<file path="src/rtl/switch_debounce.sv">
// rtl/switch_debounce.sv - per-bit switch synchroniser and debouncer with rise/fall/change pulses
module switch_debounce #(
    parameter int WIDTH        = 8,
    parameter int TICK_DIV     = 100000,
    parameter int STABLE_TICKS = 5
) (
    input  logic             clk,
    input  logic             rstb,
    input  logic [WIDTH-1:0] switch_raw,
    output logic [WIDTH-1:0] switch_clean,
    output logic [WIDTH-1:0] switch_rise,
    output logic [WIDTH-1:0] switch_fall,
    output logic             changed
);

    localparam int PW = (TICK_DIV > 1) ? $clog2(TICK_DIV) : 1;
    localparam int CW = (STABLE_TICKS > 1) ? $clog2(STABLE_TICKS) : 1;
    localparam logic [PW-1:0] PRESC_MAX = PW'(TICK_DIV - 1);
    localparam logic [CW-1:0] CNT_MAX   = CW'(STABLE_TICKS - 1);

    logic [WIDTH-1:0]         s1_q, s2_q;
    logic [PW-1:0]            presc_q, presc_d;
    logic                     tick;
    logic [WIDTH-1:0][CW-1:0] cnt_q, cnt_d;
    logic [WIDTH-1:0]         clean_q, clean_d;
    logic [WIDTH-1:0]         rise_q, rise_d;
    logic [WIDTH-1:0]         fall_q, fall_d;
    logic                     changed_q, changed_d;

    always_comb begin
        tick    = (presc_q == PRESC_MAX);
        presc_d = tick ? '0 : presc_q + PW'(1);
    end

    // A bit that returns to its clean level at any time restarts qualification.
    always_comb begin
        cnt_d   = cnt_q;
        clean_d = clean_q;
        rise_d  = '0;
        fall_d  = '0;
        for (int i = 0; i < WIDTH; i++) begin
            if (s2_q[i] == clean_q[i]) begin
                cnt_d[i] = '0;
            end else if (tick) begin
                if (cnt_q[i] == CNT_MAX) begin
                    clean_d[i] = s2_q[i];
                    cnt_d[i]   = '0;
                    rise_d[i]  = s2_q[i];
                    fall_d[i]  = ~s2_q[i];
                end else begin
                    cnt_d[i] = cnt_q[i] + CW'(1);
                end
            end
        end
        changed_d = |(rise_d | fall_d);
    end

    always_ff @(posedge clk or negedge rstb) begin
        if (!rstb) begin
            s1_q      <= '0;
            s2_q      <= '0;
            presc_q   <= '0;
            cnt_q     <= '0;
            clean_q   <= '0;
            rise_q    <= '0;
            fall_q    <= '0;
            changed_q <= 1'b0;
        end else begin
            s1_q      <= switch_raw;
            s2_q      <= s1_q;
            presc_q   <= presc_d;
            cnt_q     <= cnt_d;
            clean_q   <= clean_d;
            rise_q    <= rise_d;
            fall_q    <= fall_d;
            changed_q <= changed_d;
        end
    end

    assign switch_clean = clean_q;
    assign switch_rise  = rise_q;
    assign switch_fall  = fall_q;
    assign changed      = changed_q;

endmodule

</file>
<file path="config.mk">
export PLATFORM = sky130hd
export DESIGN_NAME = switch_debounce
export DESIGN_NICKNAME = d
export VERILOG_FILES = /design/src/rtl/switch_debounce.sv
export SDC_FILE = /design/constraint.sdc
export NUM_CORES = 1
export LEC_CHECK = 0
export BUFFER_PORTS_ARGS = -buffer_cell sky130_fd_sc_hd__buf_2
export CAP_MARGIN = 20
export CORE_ASPECT_RATIO = 0.75
export CORE_MARGIN = 3
export CORE_UTILIZATION = 55
export CTS_BUF_LIST = sky130_fd_sc_hd__clkbuf_2 sky130_fd_sc_hd__clkbuf_4 sky130_fd_sc_hd__clkbuf_8
export CTS_CLUSTER_DIAMETER = 120
export DETAILED_ROUTE_END_ITERATION = 16
export GPL_TIMING_DRIVEN = 1
export PLACE_DENSITY_LB_ADDON = 0.15
export SLEW_MARGIN = 5
export SYNTH_ARGS = -nofsm -noshare
export SYNTH_HDL_FRONTEND = slang
export SYNTH_SLANG_ARGS = --single-unit
</file>
<file path="constraint.sdc">
create_clock -name clk -period 2.79 [get_ports clk]
set_clock_uncertainty 0.1 [all_clocks]
set_input_delay 0.1395 -clock clk [delete_from_list [all_inputs] [get_ports clk]]
set_output_delay 0.1395 -clock clk [all_outputs]
set_load 0.05 [all_outputs]
</file>
==> impl_metrics.env <==
export IMPL_tightest_slew_ps=471.6
export IMPL_grt_use_total=0.1740
export IMPL_critPathLaunchType="flip-flop"
export IMPL_path_class="reg -> reg"
export IMPL_rows=24
export IMPL_synthToLayoutAreaGrowth_pct=14.59
export IMPL_power_density_nw_per_um2=498.7
export IMPL_start_util=0.5881
export IMPL_power_internal_mw=1.549
export IMPL_crit_buf_inv=1
export IMPL_critical_path_depth=6
export IMPL_power_switching_mw=0.4694
export IMPL_setup_viol=0
export IMPL_arrival_ps=2160
export IMPL_clk_pin_slew_worst_paths_ps=80
export IMPL_cts_buffers=9
export IMPL_drc_errors=0
export IMPL_drtIter0Drc=108
export IMPL_yosysSeqAreaShare=0.5809
export IMPL_max_clock_path_buffers=2
export IMPL_overflow=0
export IMPL_antennaDiodeCount=0
export IMPL_grt_antenna_before_repair=0
export IMPL_drv_slew=0
export IMPL_fmax_mhz=493.2
export IMPL_dp_hpwl_mm=3.996
export IMPL_yosys_warnings=0
export IMPL_netSwitchingFraction=0.2326
export IMPL_routed_wl_mm=5.922
export IMPL_reg2reg_from="presc_q[0]"
export IMPL_gp_congestion=0.7870
export IMPL_rsz0062_at_grt="no"
export IMPL_layout_drive_gt1_share=0.1845
export IMPL_run_status="finished, final reports clean"
export IMPL_synth_seq_cells=82
export IMPL_syn_area_sq_um=3532
export IMPL_hp_class="in -> async"
export IMPL_ys_types=38
export IMPL_fin_crit_sh=0.7267
export IMPL_final_nets=396
export IMPL_reg2reg_depth=6
export IMPL_vias=2348
export IMPL_end_kind="flip-flop"
export IMPL_die_y_um=75.40
export IMPL_timing_setup_tns_ps=0
export IMPL_cpPeakStageDelay_ps=410
export IMPL_dieArea_sq_um=7430
export IMPL_wl_per_cell_um=13.10
export IMPL_clk_latency_ps=340
export IMPL_rrSetupSlack_ps=760
export IMPL_clock_sinks=82
export IMPL_sequentialPowerShare=0.598
export IMPL_post_cts_buffers=0
export IMPL_slowest_stage="dfrtp_1"
export IMPL_clockRootBuffer="clkbuf_8"
export IMPL_htreeDepth=3
export IMPL_dieWidth_um=98.54
export IMPL_ir_drop_mv=0.3635
export IMPL_cap_violations=0
export IMPL_slew_headroom=0.6856
export IMPL_cp_startpoint="presc_q[0]"
export IMPL_netlist_instances=318
export IMPL_path_cells="ha_1 -> and4_1 -> and4_1 -> buf_12 -> nand3_2 -> mux2_4"
export IMPL_coreArea_sq_um=6006
export IMPL_grt_start_max_net_pins=83
export IMPL_drtAntennaViolNets=0
export IMPL_cts_tree="done"
export IMPL_ios=35
export IMPL_syn_avg_cell_area_sq_um=11.11
export IMPL_vias_per_cell=5.195
export IMPL_fin_util=0.6740
export IMPL_drtPass1Iterations=4
export IMPL_cpLargestDelayFamily="simple AND/OR/NAND/NOR gates"
export IMPL_worstSetupEndpoint="switch_clean[2]"
export IMPL_required_ps=2920
export IMPL_p_leak_nw=1.950
export IMPL_cp_max_fo=34
export IMPL_portBuffers=34
export IMPL_combPwrFrac=0.026
export IMPL_hold_violations=0
export IMPL_timing_rr_end="switch_clean[2]"
export IMPL_synth_nets=345
export IMPL_grt_pass1_wl_mm=10.23
export IMPL_p_clk_frac=0.377
export IMPL_period_needed_ps=2027
export IMPL_cpMostUsedCell="and4_1"
export IMPL_grt_pass1_vias=2180
[registers in the layout (all words and copies together) (netlist names)]
signal and count:
switch_rise 8, presc_q 17, s1_q 8, s2_q 8
cnt_q 24, switch_fall 8, changed 1, switch_clean 8
[how the worst min path moves through the flow]
stage | slack, ps | end | from | depth (start not counted)
after floorplan | -260 | changed | rstb | 0
after global placement | 150 | s1_q[2] | switch_raw[2] | 1
after detailed placement | 150 | s1_q[2] | switch_raw[2] | 1
after CTS | 260 | s2_q[5] | s1_q[5] | 0
after global routing | 220 | presc_q[12] | rstb | 2
final | 200 | presc_q[12] | rstb | 2
[cell usage after synthesis (all sizes together)]
cell type / count / area share
buf: 5 / 0.020
nand2: 43 / 0.048
a21oi: 27 / 0.041
inv: 18 / 0.019
or4b: 1 / 0.0028
a21o: 7 / 0.015
xnor2: 16 / 0.040
nand3: 14 / 0.021
xor2: 5 / 0.012
dfrtp: 82 / 0.58
nor3b: 2 / 0.0042
o21ai: 9 / 0.013
or2: 1 / 0.0018
nand3b: 1 / 0.0021
and4bb: 1 / 0.0035
nand4: 7 / 0.018
ha: 17 / 0.060
and3: 7 / 0.014
and4: 4 / 0.011
nor2: 31 / 0.033
nor4: 3 / 0.0096
and2: 2 / 0.0035
nor3: 9 / 0.013
or3: 1 / 0.0018
clkbuf: 2 / 0.0021
mux2: 1 / 0.0042
o41ai: 1 / 0.0025
and4b: 1 / 0.0028
[layout by cell type, fill, tap and decap left out, types with 3 or more instances in the layout]
cell type	Yosys	final
dfrtp_1	82	82
nand2_1	40	40
buf_2	0	33
nor2_1	31	31
a21oi_1	24	24
inv_1	18	18
ha_1	17	17
xnor2_1	16	16
nand3_1	13	13
o21ai_0	9	9
nor3_1	9	9
clkbuf_8	0	9
dlygate4sd3_1	0	9
a21o_1	7	7
and3_1	6	6
nand4_1	5	5
xor2_1	5	5
and4_1	3	3
nand2_2	3	3
a21oi_2	3	3
buf_4	1	3
[worst reg2reg max path, stage by stage, from the launching register on]
cell and delay (ps):
dfrtp_1 410, ha_1 240, and4_1 260, and4_1 270
buf_12 200, nand3_2 130, mux2_4 300
[routing by layer]
layer | share of wire | global-route usage
met5 | 0 | 0
met4 | 0.011 | 0.06212
met3 | 0.046 | 0.05306
met1 | 0.53 | 0.2506
met2 | 0.41 | 0.2532
[cell type report]
cell class                 instances  area, sq um
sequential                        82         2052
fill                             468         1958
multi-input combinational        211         1335
timing repair buffer              47        317.8
clock buffer                       9        123.9
tap                               78        97.59
inverter                          18        67.56
clock inverter                     7        53.80
[what timing repair did]
item                                   4_1_cts  5_1_grt
hold buffers                                 9        0
gates resized for setup                      0        0
endpoints found under the hold margin       90        0
[power groups by stage]
stage               Clock, mW  Sequential, mW  Combinational [mW]
global placement            0            1.23              0.0407
CTS                     0.793            1.21              0.0509
floorplan                   0            1.23             0.00913
global route            0.846            1.21              0.0590
finish                  0.760            1.21              0.0519
detailed placement          0            1.23              0.0411
[cells by family (layout without fill, tap and decap cells)]
logic type	after synthesis	in the layout	share of synthesized area
xor+xnor	21	21	0.05207
simple gates	128	128	0.1899
flops	82	82	0.5809
fa+ha+maj	17	17	0.06022
mux	1	1	0.004250
buf+inv	25	81	0.04109
compound gates	44	44	0.07156
[metrics by stage]
stage | cells | power (mW) | setup WS, ps | hold WS, ps | instance area [sq um]
final | 452 | 2.018 | 762.6 | 200.6 | 4048
after global routing | 452 | 2.113 | 600.8 | 220.6 | 4048
after CTS | 451 | 2.050 | 773.1 | 260.5 | 4028
after detailed placement | 426 | 1.271 | 779.3 | 148.9 | 3760
after global placement | 426 | 1.270 | 819.8 | 147.7 | 3760
after floorplan | 318 | 1.237 | 970.4 | -256.1 | 3532
(Power assumes the default switching activity.)
